## src/rtl/enc16x4_seq.sv

```systemverilog
// Sequential 16->4 priority encoder: emits the index of every set bit of a captured vector, lowest first.
// Latency: first index valid one cycle after an accepted load; then one index per cycle; DONE lasts one cycle.
// Backpressure: out_ready low in SCAN freezes mask/out/remaining indefinitely; load is ignored while busy.
//
// Ports:
//   clk        rising-edge clock
//   rst        asynchronous active-high reset
//   in[15:0]   request vector, captured only on an accepted load (IDLE && load)
//   load       start request
//   out_ready  consumer accepts the current index this cycle
//   out[3:0]   index of the lowest pending set bit (0 when nothing is pending)
//   out_valid  high exactly in SCAN
//   busy       high in SCAN and DONE
//   remaining  number of set bits still pending, 0..16
//   done       one-cycle end-of-job pulse (the DONE state)
//   none       coincident with done when the captured vector was all zeros

module enc16x4_seq (
  input  logic        clk,
  input  logic        rst,
  input  logic [15:0] in,
  input  logic        load,
  input  logic        out_ready,
  output logic [3:0]  out,
  output logic        out_valid,
  output logic        busy,
  output logic [4:0]  remaining,
  output logic        done,
  output logic        none
);

  typedef enum logic [1:0] {
    IDLE = 2'd0,
    SCAN = 2'd1,
    DONE = 2'd2
  } state_t;

  state_t      state, state_nxt;
  logic [15:0] mask, mask_nxt;
  logic [4:0]  rem_q, rem_nxt;
  logic        none_q, none_nxt;
  logic [3:0]  low_idx;
  logic [4:0]  in_cnt;

  // Index of the lowest set bit; bit 0 wins. All-zero input maps to 0.
  function automatic logic [3:0] lowest_idx(input logic [15:0] v);
    logic [3:0] idx;
    idx = 4'd0;
    for (int i = 15; i >= 0; i--) begin
      if (v[i]) idx = 4'(i);
    end
    return idx;
  endfunction

  // Number of set bits; 5 bits so that 16'hFFFF counts to 16 without wrapping.
  function automatic logic [4:0] popcount16(input logic [15:0] v);
    logic [4:0] cnt;
    cnt = 5'd0;
    for (int i = 0; i < 16; i++) begin
      cnt = cnt + 5'(v[i]);
    end
    return cnt;
  endfunction

  assign low_idx = lowest_idx(mask);
  assign in_cnt  = popcount16(in);

  // State register
  always_ff @(posedge clk or posedge rst) begin
    if (rst) begin
      state  <= IDLE;
      mask   <= 16'd0;
      rem_q  <= 5'd0;
      none_q <= 1'b0;
    end else begin
      state  <= state_nxt;
      mask   <= mask_nxt;
      rem_q  <= rem_nxt;
      none_q <= none_nxt;
    end
  end

  // Next-state logic
  always_comb begin
    state_nxt = state;
    mask_nxt  = mask;
    rem_nxt   = rem_q;
    none_nxt  = none_q;
    unique case (state)
      IDLE: begin
        if (load) begin
          mask_nxt  = in;
          rem_nxt   = in_cnt;
          none_nxt  = (in == 16'd0);
          state_nxt = (in == 16'd0) ? DONE : SCAN;
        end
      end
      SCAN: begin
        // out_valid is implied by being in SCAN, so out_ready alone qualifies a transfer.
        if (out_ready) begin
          // Clearing the lowest set bit is the same as clearing mask[out].
          mask_nxt = mask & (mask - 16'd1);
          if (rem_q != 5'd0) rem_nxt = rem_q - 5'd1;
          if (rem_q <= 5'd1) state_nxt = DONE;
        end
      end
      DONE: begin
        // load is deliberately not looked at here: a job cannot start in its own DONE cycle.
        none_nxt  = 1'b0;
        state_nxt = IDLE;
      end
      default: begin
        state_nxt = IDLE;
        mask_nxt  = 16'd0;
        rem_nxt   = 5'd0;
        none_nxt  = 1'b0;
      end
    endcase
  end

  // Outputs depend on registered state only.
  assign out       = low_idx;
  assign out_valid = (state == SCAN);
  assign busy      = (state != IDLE);
  assign remaining = rem_q;
  assign done      = (state == DONE);
  assign none      = (state == DONE) && none_q;

endmodule

```

## config.mk

```make
export PLATFORM = sky130hd
export DESIGN_NAME = enc16x4_seq
export DESIGN_NICKNAME = d
export VERILOG_FILES = /design/src/rtl/enc16x4_seq.sv
export SDC_FILE = /design/constraint.sdc
export NUM_CORES = 1
export LEC_CHECK = 0
export ABC_AREA = 1
export CAP_MARGIN = 20
export CELL_PAD_IN_SITES_DETAIL_PLACEMENT = 1
export CELL_PAD_IN_SITES_GLOBAL_PLACEMENT = 2
export CORE_ASPECT_RATIO = 1.25
export CORE_UTILIZATION = 33
export CTS_CLUSTER_DIAMETER = 100
export DETAILED_ROUTE_END_ITERATION = 12
export MAX_ROUTING_LAYER = met4
export PLACE_DENSITY_LB_ADDON = 0.1
export SLEW_MARGIN = 25
export SYNTH_ARGS = -nofsm -noshare
export SYNTH_HDL_FRONTEND = slang
export SYNTH_SLANG_ARGS = --single-unit
```

## constraint.sdc

```tcl
create_clock -name clk -period 2.4 [get_ports clk]
set_input_delay 0.48 -clock clk [delete_from_list [all_inputs] [get_ports clk]]
set_output_delay 0.48 -clock clk [all_outputs]
set_load 0.02 [all_outputs]
```

==> results.toml, run 1 <==
[setup_path]
cp_max_fo = 2
cp-start-kind = "input port"
crit_required_ns = 2.56
path_class = "in -> reg"
cp.arrival_ns = 3.76
end_kind = "register"

[synth]
synthXorXnorAreaFrac_pct = 0.9447
synth_edf_count = 0
synth-compound-area-share_pct = 17.48
yosysMostFrequentCell = "inv_1"
synthCells = 239
synth_top_area_share_pct = 32.39
ys_types = 34
synth_common_cells = "53 x inv_1, 44 x nand2_1, 24 x dfrtp_1"
synth_top_family_by_area = "simple AND/OR/NAND/NOR gates"
synth_fa_ha_area_share_pct = 16.87
yosysSeqAreaShare_pct = 32.39
syn_area_um2 = 1854
ys_warn_count = 0
ys_seq_elements = 24
muxShareOfSynthArea_pct = 0.6073
synth_top_area_cell = "dfrtp_1"
async_flop_share_pct = 100.0
avgSynthCellArea_um2 = 7.758
synth_flop_cell = "dfrtp_1"
synth.area.top_cells = "dfrtp_1 32%, fa_1 11%, inv_1 11%"
synth-simple-area-share_pct = 19.64
syn-num-nets = 278

[drt]
ant_nets = 0
route.detailed.drc = 0
wl_per_cell_um = 14.64
drt_iter0_markers = 42
viasPerCell = 4.811
first_pass_iters = 4
drt-total-wl_um = 5271
vias = 1732

[grt]
grt_max_degree = 25
grt_pass1_vias = 1905
track_usage_pct = 19.78
gr-total-overflow = 0
grt_pass1_wl_um = 9039
antenna_found_initial = 0

[layout]
layout-drive-gt1-share_pct = 23.65
nNetsFinal = 337
fill_cells = 674
diodes = 0
regArea_um2 = 600.6
syn2layout_area_growth_pct = 36.30
fin_util_pct = 46.76
multi_input_area_um2 = 1086

[timing]
fmax_mhz = 277.2
tns_ns = -5.233
worst_pin_slew_ns = 0.5100
hold_viol_final = 0
setup_slack_ns = -1.207
drv_slew = 0
relSlewSlack_pct = 65.92
rsz0062_at_grt = "yes"
period_needed_ns = 3.607
fin_crit_sh_pct = 150.3
whs_ns = 0.5086
clock_skew_ns = 0.001412
setup_viol = 5

[floorplan]
dieArea_um2 = 5925
rows = 30
fp.dieH_um = 85.81
core_um2 = 5405
die_width_um = 69.05
initial_core_util_pct = 34.31
ioPinCount = 33

[clock_tree]
clock_latency_ns = 0.26
clkTransAtPathRegs_ns = 0.09
root_buffer = "clkbuf_8"
htreeDepth = 1
postCtsHoldBufs = 0
clock_sinks = 24
clk_path_buf_depth = 2
cts_tree = "built"
cts_buffers = 3

[power_and_ir_drop]
p_comb_share_pct = 72.1
pwr-share-clk_pct = 7.3
powerDensity_nw_per_um2 = 1342
internal-power_w = 0.001683
leakage_nw = 1.299
swShare_pct = 50.38
p_total_w = 0.003391
p_seq_share_pct = 20.6
switchingPower_w = 0.001708
peakVddDrop_mv = 0.5134

[placed_design]
gp_congestion = 0.7870
portBuffers = 32
dp_slack_ns = -2.027
dp_hpwl_um = 4315

[job]
maxCapViolCount = 0

[outcome]
violations = "setup timing"
status = "complete, but fails checks"

[min_path]
min_path_type = "in -> reg"
[flip-flops by register name (all words and copies together), names as in the netlist]
| register | flops |
|---|---|
| none_q | 1 |
| mask | 16 |
| state | 2 |
| remaining | 5 |
[worst max-delay path: stages]
cell	delay, ns
clkdlybuf4s15_2	0.21
fa_1	0.53
fa_2	0.45
fa_1	0.51
inv_1	0.05
fa_1	0.49
inv_2	0.05
ha_4	0.15
fa_2	0.35
nor2_2	0.13
o32ai_2	0.09
mux2_4	0.27
[layer usage]
layer  wire (um)  GRT usage, %  vias up  part of all wire [%]
met2        2847         36.80       19                    54
li1            -             -      870                     -
met4          63         5.009        0                   1.2
met5           0             -        -                     0
met1        2279         22.67      837                    43
met3          80         1.880        6                   1.5
[timing repair]
action,4_1_cts,5_1_grt
endpoints found under the setup margin,7,9
resized for setup,52,19
pin swaps,15,11
buffers inserted,1,0
gates cloned,0,0
[area by class of cell]
cell class | instances | area share [%]
Multi-Input combinational cell | 157 | 42.97
Sequential cell | 24 | 23.76
Clock buffer | 3 | 1.634
Timing Repair Buffer | 57 | 19.50
Inverter | 55 | 8.960
Tap cell | 64 | 3.168
[power groups by stage]
stage                     Combinational, W  Clock, W  Sequential [W]
final                              0.00245  0.000247        0.000698
after global routing               0.00276  0.000275        0.000718
after CTS                          0.00247  0.000260        0.000700
after detailed placement           0.00239         0        0.000705
after global placement             0.00236         0        0.000703
after floorplan                    0.00151         0        0.000715
[path summary, 6_finish.rpt]
check                      depth (start not counted)  slack (ns)     start           end
max                                               12       -1.21     in[9]  remaining[2]
min                                                3        0.51    in[11]      mask[11]
max reg2reg                                        8        0.58  state[1]  remaining[2]
min reg2reg                                        2        0.51   mask[7]       mask[7]
max in group asynchronous                          3        1.58       rst       mask[8]
min in group asynchronous                          3        0.57       rst  remaining[0]
[metrics by stage]
step	instances	instance area (um^2)
2_1_floorplan	239	1878
3_3_place_gp	356	2444
3_5_place_dp	356	2444
4_1_cts	360	2514
5_1_grt	360	2527
6_report	360	2527
[layout by cell type, fill, tap and decap left out, types with 3 or more instances in the layout]
master / netlist / layout
inv_4: 1 / 3
ha_1: 9 / 7
nand2_1: 44 / 42
inv_1: 53 / 42
buf_6: 0 / 3
clkbuf_8: 0 / 3
o21ai_1: 2 / 8
o22ai_1: 8 / 8
a21oi_1: 16 / 15
buf_2: 3 / 3
nand3_1: 7 / 7
clkdlybuf4s50_1: 0 / 19
dfrtp_1: 24 / 24
nand2_2: 2 / 4
nor2_1: 19 / 18
inv_2: 1 / 9
buf_4: 0 / 25
o21ai_0: 18 / 11
fa_1: 10 / 8
clkbuf_2: 0 / 3
[kinds of logic (layout without fill, tap and decap cells)]
family,after synthesis,count (layout)
mux,1,1
simple gates,81,81
buf+inv,58,115
compound gates,54,54
fa+ha+maj,19,19
flops,24,24
xor+xnor,2,2
No activity file was read; power rests on OpenSTA's default activity.
==> inputs of run 2 (changes only) <==
TNS_END_PERCENT = 10   (was not set)
==> results.toml, run 2 (synthesis results as in run 1) <==
[layout]
layoutNonFillerInstCount = 362
largest_register_ffs = 16
syn2layout_area_growth_pct = 34.55
diodes = 0
multi_input_area_um2 = 1067
regArea_um2 = 600.6
top_register = "mask"
final_cell_mix = "43 x inv_1, 43 x nand2_1, 27 x buf_4"
layout-drive-gt1-share_pct = 22.82
fill_cells = 697
nNetsFinal = 339

[clock_tree]
clkTransAtPathRegs_ns = 0.09
htreeDepth = 1
postCtsHoldBufs = 0
clock_latency_ns = 0.27
cts_tree = "built"
clk_path_buf_depth = 2
cts_buffers = 3
clock_sinks = 24
root_buffer = "clkbuf_8"

[outcome]
status = "complete, but fails checks"
violations = "setup timing"

[timing]
relSlewSlack_pct = 67.58
period_needed_ns = 3.588
rsz0062_at_grt = "yes"
setup_viol = 5
worst_pin_slew_ns = 0.4852
clock_skew_ns = 0.005426
setup_slack_ns = -1.188
tns_ns = -5.130
drv_slew = 0
fmax_mhz = 278.7
hold_viol_final = 0
fin_crit_sh_pct = 149.5

[placed_design]
dp_hpwl_um = 4334
gp_congestion = 0.7300
portBuffers = 32
dp_slack_ns = -1.970
dpl.cell_count = 356

[grt]
track_usage_pct = 20.21
grt_max_degree = 25
grt_pass1_vias = 1905
gr-total-overflow = 0
grt_pass1_wl_um = 9025
antenna_found_initial = 0

[power_and_ir_drop]
internal-power_w = 0.001662
powerDensity_nw_per_um2 = 1340
p_comb_share_pct = 72.0
leakage_nw = 1.292
pwr-share-clk_pct = 7.2
p_seq_share_pct = 20.7
peakVddDrop_mv = 0.7620
swShare_pct = 50.28
switchingPower_w = 0.001680

[floorplan]
rows = 30
core_um2 = 5405
ioPinCount = 33
fp.dieH_um = 85.81
die_width_um = 69.05
initial_core_util_pct = 34.31
dieArea_um2 = 5925

[drt]
first_pass_iters = 4
drt_iter0_markers = 46
ant_nets = 0
drt-total-wl_um = 5376
vias = 1735
viasPerCell = 4.793
wl_per_cell_um = 14.85
route.detailed.drc = 0

[setup_path]
end_kind = "register"
cp.arrival_ns = 3.76
crit_required_ns = 2.57
path_class = "in -> reg"
cp_max_fo = 2
cp-start-kind = "input port"

[min_path]
min_path_type = "in -> reg"

[job]
maxCapViolCount = 0
-- run 2: routing by layer --
layer | routed length (um) | part of all wire, % | global-route usage, %
met4 | 83 | 1.5 | 5.751
met2 | 2958 | 55 | 39.19
met1 | 2226 | 41 | 21.76
met3 | 108 | 2.0 | 1.645
met5 | 0 | 0 | -
-- run 2: final cells by class --
cell class,instances,share of cell area [%]
tap,64,3.210
multi-input combinational,157,42.78
inverter,55,8.576
timing repair buffer,59,19.71
clock buffer,3,1.655
sequential,24,24.07
-- run 2: repair_timing --
action	CTS	global route
resized for setup	51	17
setup buffers	2	1
hold endpoints to repair	0	0
endpoints found under the setup margin	8	8
pin swaps	16	12
-- run 2: through the flow --
step	util [%]	hold WS (ns)	total power (W)	area, um^2
after global routing	46.16	0.4941	0.003671	2495
after global placement	44.93	0.4739	0.003047	2429
final	46.16	0.4928	0.003342	2495
after floorplan	-	0.4530	0.002210	1863
after CTS	46.48	0.4879	0.003406	2512
after detailed placement	44.93	0.4815	0.003084	2429
-- run 2: power groups by stage --
stage	logic, W	clock network, W	registers (W)
2_1_floorplan	0.00150	0	0.000715
3_3_place_gp	0.00235	0	0.000700
3_5_place_dp	0.00238	0	0.000703
4_1_cts	0.00246	0.000252	0.000697
5_1_grt	0.00269	0.000267	0.000719
6_report	0.00241	0.000241	0.000693
-- run 2: critical path: stages --
cell and delay (ns):
buf_8 0.08, inv_4 0.03, fa_1 0.54, inv_2 0.04, fa_1 0.48, fa_1 0.50, inv_1 0.05, fa_1 0.50
inv_2 0.05, ha_4 0.15, fa_2 0.37, nand2_2 0.08, inv_2 0.04, o211ai_1 0.16, o21ai_1 0.09, nand2_1 0.07
nand2_1 0.04
-- run 2: path summary, 6_finish.rpt --
path,startpoint,to,slack (ns),cells past startpoint
min in group asynchronous,rst,mask[1],0.57,3
worst max register to register,state[1],mask[14],0.61,10
worst min-delay path,in[11],mask[11],0.49,3
max in group asynchronous,rst,mask[4],1.57,3
worst min register to register,mask[7],mask[7],0.50,2
worst max-delay path,in[15],remaining[4],-1.19,17
